===== src/rtl/matrix_stream_reader.sv =====
// Read-side sequencer for the multi-matrix store: queries one matrix (or every matrix of a
// scale), snapshots it locally and streams it row-major over a valid/ready interface.
module matrix_stream_reader #(
  parameter int DATA_WIDTH          = 8,
  parameter int MAX_SIZE            = 5,
  parameter int MAX_MATRIX_PER_SIZE = 4,
  parameter int SEL_IDX_W           = 2
) (
  input  logic                                   clk,
  input  logic                                   rst,
  input  logic                                   start,
  input  logic [2:0]                             cmd_row,
  input  logic [2:0]                             cmd_col,
  input  logic [SEL_IDX_W-1:0]                   cmd_idx,
  input  logic                                   cmd_all,
  output logic                                   busy,
  output logic                                   done,
  output logic                                   err,
  output logic [2:0]                             req_scale_row,
  output logic [2:0]                             req_scale_col,
  output logic [SEL_IDX_W-1:0]                   req_idx,
  input  logic                                   matrix_valid,
  input  logic [MAX_SIZE*MAX_SIZE*DATA_WIDTH-1:0] matrix_data_flat,
  output logic                                   out_valid,
  input  logic                                   out_ready,
  output logic [DATA_WIDTH-1:0]                  out_data,
  output logic [2:0]                             out_r,
  output logic [2:0]                             out_c,
  output logic                                   out_eol,
  output logic                                   out_eom,
  output logic                                   out_last,
  output logic [SEL_IDX_W-1:0]                   out_mat_idx
);

  localparam int NSLOT  = MAX_SIZE * MAX_SIZE;
  localparam int SLOT_W = $clog2(NSLOT);
  localparam logic [2:0]           MAX_DIM  = 3'(MAX_SIZE);
  localparam logic [SEL_IDX_W-1:0] LAST_IDX = SEL_IDX_W'(MAX_MATRIX_PER_SIZE - 1);

  typedef enum logic [2:0] {IDLE, LOOKUP, LOAD, STREAM, NEXT, FINISH} state_t;

  state_t                state;
  logic [2:0]            rows, cols;
  logic                  all_mode;
  logic                  streamed_any;
  logic [DATA_WIDTH-1:0] buffer [NSLOT];

  logic       cmd_bad, last_idx_hit, hs;
  logic       at_eol, at_eom;
  logic [2:0] nxt_r, nxt_c;
  logic       nxt_eol, nxt_eom, nxt_last;
  logic       load_eol, load_eom, load_last;

  function automatic logic [SLOT_W-1:0] slot_of(input logic [2:0] r, input logic [2:0] c);
    int unsigned s;
    s = r * MAX_SIZE + c;
    return SLOT_W'(s);
  endfunction

  // Flags are precomputed for the element that becomes current after a handshake,
  // so every out_* field is a plain register.
  always_comb begin
    cmd_bad      = (cmd_row == 3'd0) || (cmd_row > MAX_DIM) ||
                   (cmd_col == 3'd0) || (cmd_col > MAX_DIM);
    last_idx_hit = (req_idx == LAST_IDX);
    hs           = out_valid && out_ready;
    at_eol       = (out_c == cols - 3'd1);
    at_eom       = at_eol && (out_r == rows - 3'd1);
    nxt_c        = at_eol ? 3'd0 : out_c + 3'd1;
    nxt_r        = at_eol ? out_r + 3'd1 : out_r;
    nxt_eol      = (nxt_c == cols - 3'd1);
    nxt_eom      = nxt_eol && (nxt_r == rows - 3'd1);
    nxt_last     = nxt_eom && (!all_mode || last_idx_hit);
    load_eol     = (cols == 3'd1);
    load_eom     = load_eol && (rows == 3'd1);
    load_last    = load_eom && (!all_mode || last_idx_hit);
  end

  always_ff @(posedge clk) begin
    if (state == LOAD && matrix_valid) begin
      for (int unsigned k = 0; k < NSLOT; k++) begin
        buffer[SLOT_W'(k)] <= matrix_data_flat[k*DATA_WIDTH +: DATA_WIDTH];
      end
    end
  end

  always_ff @(posedge clk) begin
    if (rst) begin
      state         <= IDLE;
      rows          <= '0;
      cols          <= '0;
      all_mode      <= 1'b0;
      streamed_any  <= 1'b0;
      busy          <= 1'b0;
      done          <= 1'b0;
      err           <= 1'b0;
      req_scale_row <= '0;
      req_scale_col <= '0;
      req_idx       <= '0;
      out_valid     <= 1'b0;
      out_data      <= '0;
      out_r         <= '0;
      out_c         <= '0;
      out_eol       <= 1'b0;
      out_eom       <= 1'b0;
      out_last      <= 1'b0;
      out_mat_idx   <= '0;
    end else begin
      done <= 1'b0;
      err  <= 1'b0;
      case (state)
        IDLE: begin
          if (start) begin
            if (cmd_bad) begin
              state <= FINISH;
              done  <= 1'b1;
              err   <= 1'b1;
            end else begin
              rows          <= cmd_row;
              cols          <= cmd_col;
              all_mode      <= cmd_all;
              streamed_any  <= 1'b0;
              req_scale_row <= cmd_row;
              req_scale_col <= cmd_col;
              req_idx       <= cmd_all ? '0 : cmd_idx;
              busy          <= 1'b1;
              state         <= LOOKUP;
            end
          end
        end
        LOOKUP: state <= LOAD;
        LOAD: begin
          if (matrix_valid) begin
            streamed_any <= 1'b1;
            out_valid    <= 1'b1;
            out_data     <= matrix_data_flat[DATA_WIDTH-1:0];
            out_r        <= '0;
            out_c        <= '0;
            out_eol      <= load_eol;
            out_eom      <= load_eom;
            out_last     <= load_last;
            out_mat_idx  <= req_idx;
            state        <= STREAM;
          end else begin
            // In all mode a missing later index is the normal terminator.
            busy  <= 1'b0;
            done  <= 1'b1;
            err   <= !all_mode || !streamed_any;
            state <= FINISH;
          end
        end
        STREAM: begin
          if (hs) begin
            if (at_eom) begin
              out_valid <= 1'b0;
              out_eol   <= 1'b0;
              out_eom   <= 1'b0;
              out_last  <= 1'b0;
              if (!all_mode || last_idx_hit) begin
                busy  <= 1'b0;
                done  <= 1'b1;
                state <= FINISH;
              end else begin
                state <= NEXT;
              end
            end else begin
              out_r    <= nxt_r;
              out_c    <= nxt_c;
              out_data <= buffer[slot_of(nxt_r, nxt_c)];
              out_eol  <= nxt_eol;
              out_eom  <= nxt_eom;
              out_last <= nxt_last;
            end
          end
        end
        NEXT: begin
          req_idx <= req_idx + SEL_IDX_W'(1);
          state   <= LOOKUP;
        end
        FINISH:  state <= IDLE;
        default: state <= IDLE;
      endcase
    end
  end

endmodule


===== config.mk =====
export PLATFORM = sky130hd
export DESIGN_NAME = matrix_stream_reader
export DESIGN_NICKNAME = d
export VERILOG_FILES = /design/src/rtl/matrix_stream_reader.sv
export SDC_FILE = /design/constraint.sdc
export NUM_CORES = 1
export LEC_CHECK = 0
export CORE_MARGIN = 2
export CORE_UTILIZATION = 50
export CTS_CLUSTER_DIAMETER = 40
export DETAILED_ROUTE_END_ITERATION = 16
export GPL_ROUTABILITY_DRIVEN = 0
export GPL_TIMING_DRIVEN = 0
export MAX_ROUTING_LAYER = met4
export PLACE_DENSITY = 0.9
export SLEW_MARGIN = 15
export SYNTH_ARGS = -nofsm -noshare
export SYNTH_HDL_FRONTEND = slang
export SYNTH_SLANG_ARGS = --single-unit

===== constraint.sdc =====
create_clock -name clk -period 9.3 [get_ports clk]
set_input_delay 1.86 -clock clk [delete_from_list [all_inputs] [get_ports clk]]
set_output_delay 1.86 -clock clk [all_outputs]
set_load 0.01 [all_outputs]

==> summary.txt <==
Route
  • Avg WL per Cell: 20.9 µm
  • # DRC: 0
  • Via/cell ratio: 5.53
  • DRT Pass-1 Iters: 6
  • Final Routed Wirelength: 25.8 mm
  • Routed vias: 6822
  • Initial DRC count: 546
  • Antenna-violating nets left: 0

Timing
  • Worst hold slack: 459 ps
  • Final number of setup-violating endpoints: 0
  • Slew Viols, Final: 0
  • Unrepaired setup endpoints after global routing: false
  • Worst-Margin Slew: 933 ps
  • Relative slew slack: 37.6%
  • Minimum clock period: 5650 ps
  • Final Hold Viols: 0
  • Final Cycle Share: 60.7%
  • Skew final: 22.3 ps
  • TNS Setup: 0 ps
  • Max Freq: 177 MHz

Clocking
  • Post-CTS repair timing setup buffer count: 0
  • Root Buffer: clkbuf_16
  • Post-CTS Resized: 0
  • Hold buffers post-CTS: 0
  • Clock latency on the worst-skew pair: 560 ps
  • Longest Clk Path Bufs: 3
  • CTS sink cnt: 236
  • Clock transition at the registers of the reported paths: 60 ps
  • Total CTS buffers: 30
  • CTS tree: built
  • H-tree Lvls: 1

Pwr
  • Pwr Total: 2.84 mW
  • Net Sw Power: 703 µW
  • Pwr dens: 207 nW/µm²
  • Sequential power share: 46.8%
  • Lkg Pwr: 4.60 nW
  • Sw Share: 24.7%
  • Clock power share: 38.5%
  • Internal power: 2.14 mW
  • Proportion of power drawn by combinational gates: 14.7%
  • Worst vdd ir: 0.000159 V

Floorplan
  • Die area: 21100 µm²
  • Boundary Pins: 245
  • Core area: 19500 µm²
  • # rows: 51
  • Die Height: 145 µm
  • Starting Density: 51.1%
  • Die width: 145 µm

Worst setup path
  • Critical path class: reg -> reg
  • Setup crit start kind: flip-flop
  • CP max FO: 10
  • CP endpoint kind: flip-flop
  • Reg2reg end: out_data[3]$_SDFFE_PP0P_
  • FF-to-FF Start: cols[0]$_SDFFE_PP0P_
  • CP endpoint: out_data[3]$_SDFFE_PP0P_
  • Worst EP arrival: 6120 ps
  • Reg2Reg Depth: 15
  • Crit. Startpoint: cols[0]$_SDFFE_PP0P_
  • Required @ worst endpoint: 9770 ps
  • Flop2flop setup slack: 3650 ps

Flow run
  • Max-Cap Viols: 0

Synth
  • Number of enable flip-flop cells after synthesis: 200
  • Synth warnings: 0
  • Mean post-synth cell area: 15.0 µm²
  • Syn_nets: 895
  • Asr flop ratio synth: 0%
  • Number of synthesized register bits: 236
  • Post-synthesis sequential area ratio: 67.5%
  • Cells after Synth: 666
  • Synth cell types: 60
  • Post-Syn Area: 9970 µm²
  • Top_reg_cell synth: edfxtp_1

Placed design
  • Post-DP Area: 12800 µm²
  • Placed insts: 1176
  • DP Wirelength: 18.9 mm
  • Port bufs: 244

Global route
  • Gr ovfl total: 0
  • Largest net degree at the start of global routing: 121
  • Number of global-route vias before repair: 7080
  • GRT Overall Usage: 25.1%
  • Initial antenna violation count: 1
  • First-pass GRT wire length: 39.6 mm

Finish
  • Fin area: 13700 µm²
  • Total Nets Final: 1172
  • Share of cells above drive strength 1: 8.07%
  • Layout area overhead: 37.9%
  • Finished Layout Cells: 1233

Min path
  • Hold Path Class: reg -> reg

Run status
  • Status: completed
## stage by stage
step | utilization (%) | worst slack [ps]
floorplan | - | 1560
global placement | 65.3 | -1220
detailed placement | 65.4 | 3720
CTS | 70.4 | 3660
global route | 70.4 | 3220
finish | 70.4 | 3650
## synth_stat cells, types with 5 or more instances
library cell,n,share of area (%)
ha_1,14,1.8
a221oi_1,10,0.88
edfxtp_1,200,60
a31oi_1,16,1.0
nor3_1,11,0.55
o221ai_1,13,1.1
dfxtp_1,36,7.2
a21oi_1,24,1.2
mux2i_1,42,4.2
mux4_1,14,3.7
o21ai_1,5,0.25
nand2b_1,5,0.31
inv_1,12,0.45
a22oi_1,10,0.75
mux2_2,11,1.2
xor2_1,5,0.44
nor2b_1,9,0.56
clkbuf_1,22,0.83
mux4_2,6,1.4
nand2_1,57,2.1
o21ai_0,9,0.45
nor2_1,41,1.5
xnor2_1,8,0.70
nand3_1,16,0.80
## critical path, cell delays in order, from the launching register on
cell,delay [ps]
dfxtp_1,460
inv_1,100
ha_1,350
xnor2_1,280
nor3_2,560
mux2i_1,340
inv_1,130
ha_1,310
ha_1,230
fa_1,540
clkbuf_1,580
nor2b_1,390
clkbuf_1,560
a22oi_1,240
a211o_1,360
a31oi_1,120
## layout by cell type (no fill, tap or decap), types with 24 or more instances in the layout
cell type / instances
edfxtp_1: 200
clkbuf_1: 27
clkdlybuf4s50_1: 244
mux2i_1: 42
a21oi_1: 24
dfxtp_1: 36
nand2_1: 57
nor2_1: 41
clkbuf_16: 30
## kinds of logic after synthesis
logic type,after synthesis,share of synthesized area [%]
flip-flops,236,67.5
AND/OR/NAND/NOR,166,7.81
AO/OA/AOI/OAI,113,7.93
multiplexers,73,10.5
buffers and inverters,45,2.02
XOR/XNOR,18,2.30
adder cells (fa/ha/maj),15,1.96
## area by class of cell
class / count / area [µm²]
clock buffers: 35 / 769
plain buffers: 32 / 153
repair buffers: 245 / 2470
diodes: 1 / 2.50
inverters: 13 / 56.3
flip-flops and latches: 236 / 6730
fillers: 1318 / 5780
clock inverters: 21 / 195
well taps: 265 / 332
multi-input cells: 385 / 3040
## how the worst min path moves through the flow
stage | from | to | slack (ps) | cells after the start
2_1_floorplan | streamed_any$_SDFFE_PP0P_ | streamed_any$_SDFFE_PP0P_ | 460 | 2
3_3_place_gp | out_mat_idx[1]$_SDFFE_PP0P_ | out_mat_idx[1]$_SDFFE_PP0P_ | 450 | 2
3_5_place_dp | out_mat_idx[0]$_SDFFE_PP0P_ | out_mat_idx[0]$_SDFFE_PP0P_ | 450 | 2
4_1_cts | out_mat_idx[0]$_SDFFE_PP0P_ | out_mat_idx[0]$_SDFFE_PP0P_ | 460 | 2
5_1_grt | out_mat_idx[0]$_SDFFE_PP0P_ | out_mat_idx[0]$_SDFFE_PP0P_ | 470 | 2
6_report | out_mat_idx[0]$_SDFFE_PP0P_ | out_mat_idx[0]$_SDFFE_PP0P_ | 460 | 2
## power groups by stage
| stage | Sequential [mW] | Clock [mW] | Combinational [mW] |
|---|---|---|---|
| after floorplan | 1.36 | 0 | 0.203 |
| after CTS | 1.33 | 1.11 | 0.415 |
| after global routing | 1.34 | 1.15 | 0.450 |
| after global placement | 1.37 | 0 | 0.395 |
| after detailed placement | 1.35 | 0 | 0.411 |
| final | 1.33 | 1.09 | 0.416 |
## registers in the layout, indices dropped and copies added, names as in the netlist, 2 cells and up
register / cells
cols: 3
out_data: 8
out_r: 3
rows: 3
out_c: 3
req_idx: 2
buffer: 200
state: 3
out_mat_idx: 2
## layer usage
metal	GRT usage (%)	vias to the layer above	wire length, µm
met2	42.4	338	12900
met4	6.47	0	587
met5	-	-	0
met3	6.32	51	2560
met1	30.5	3255	9820
li1	-	3178	-
No activity file was read; power rests on OpenSTA's default activity.
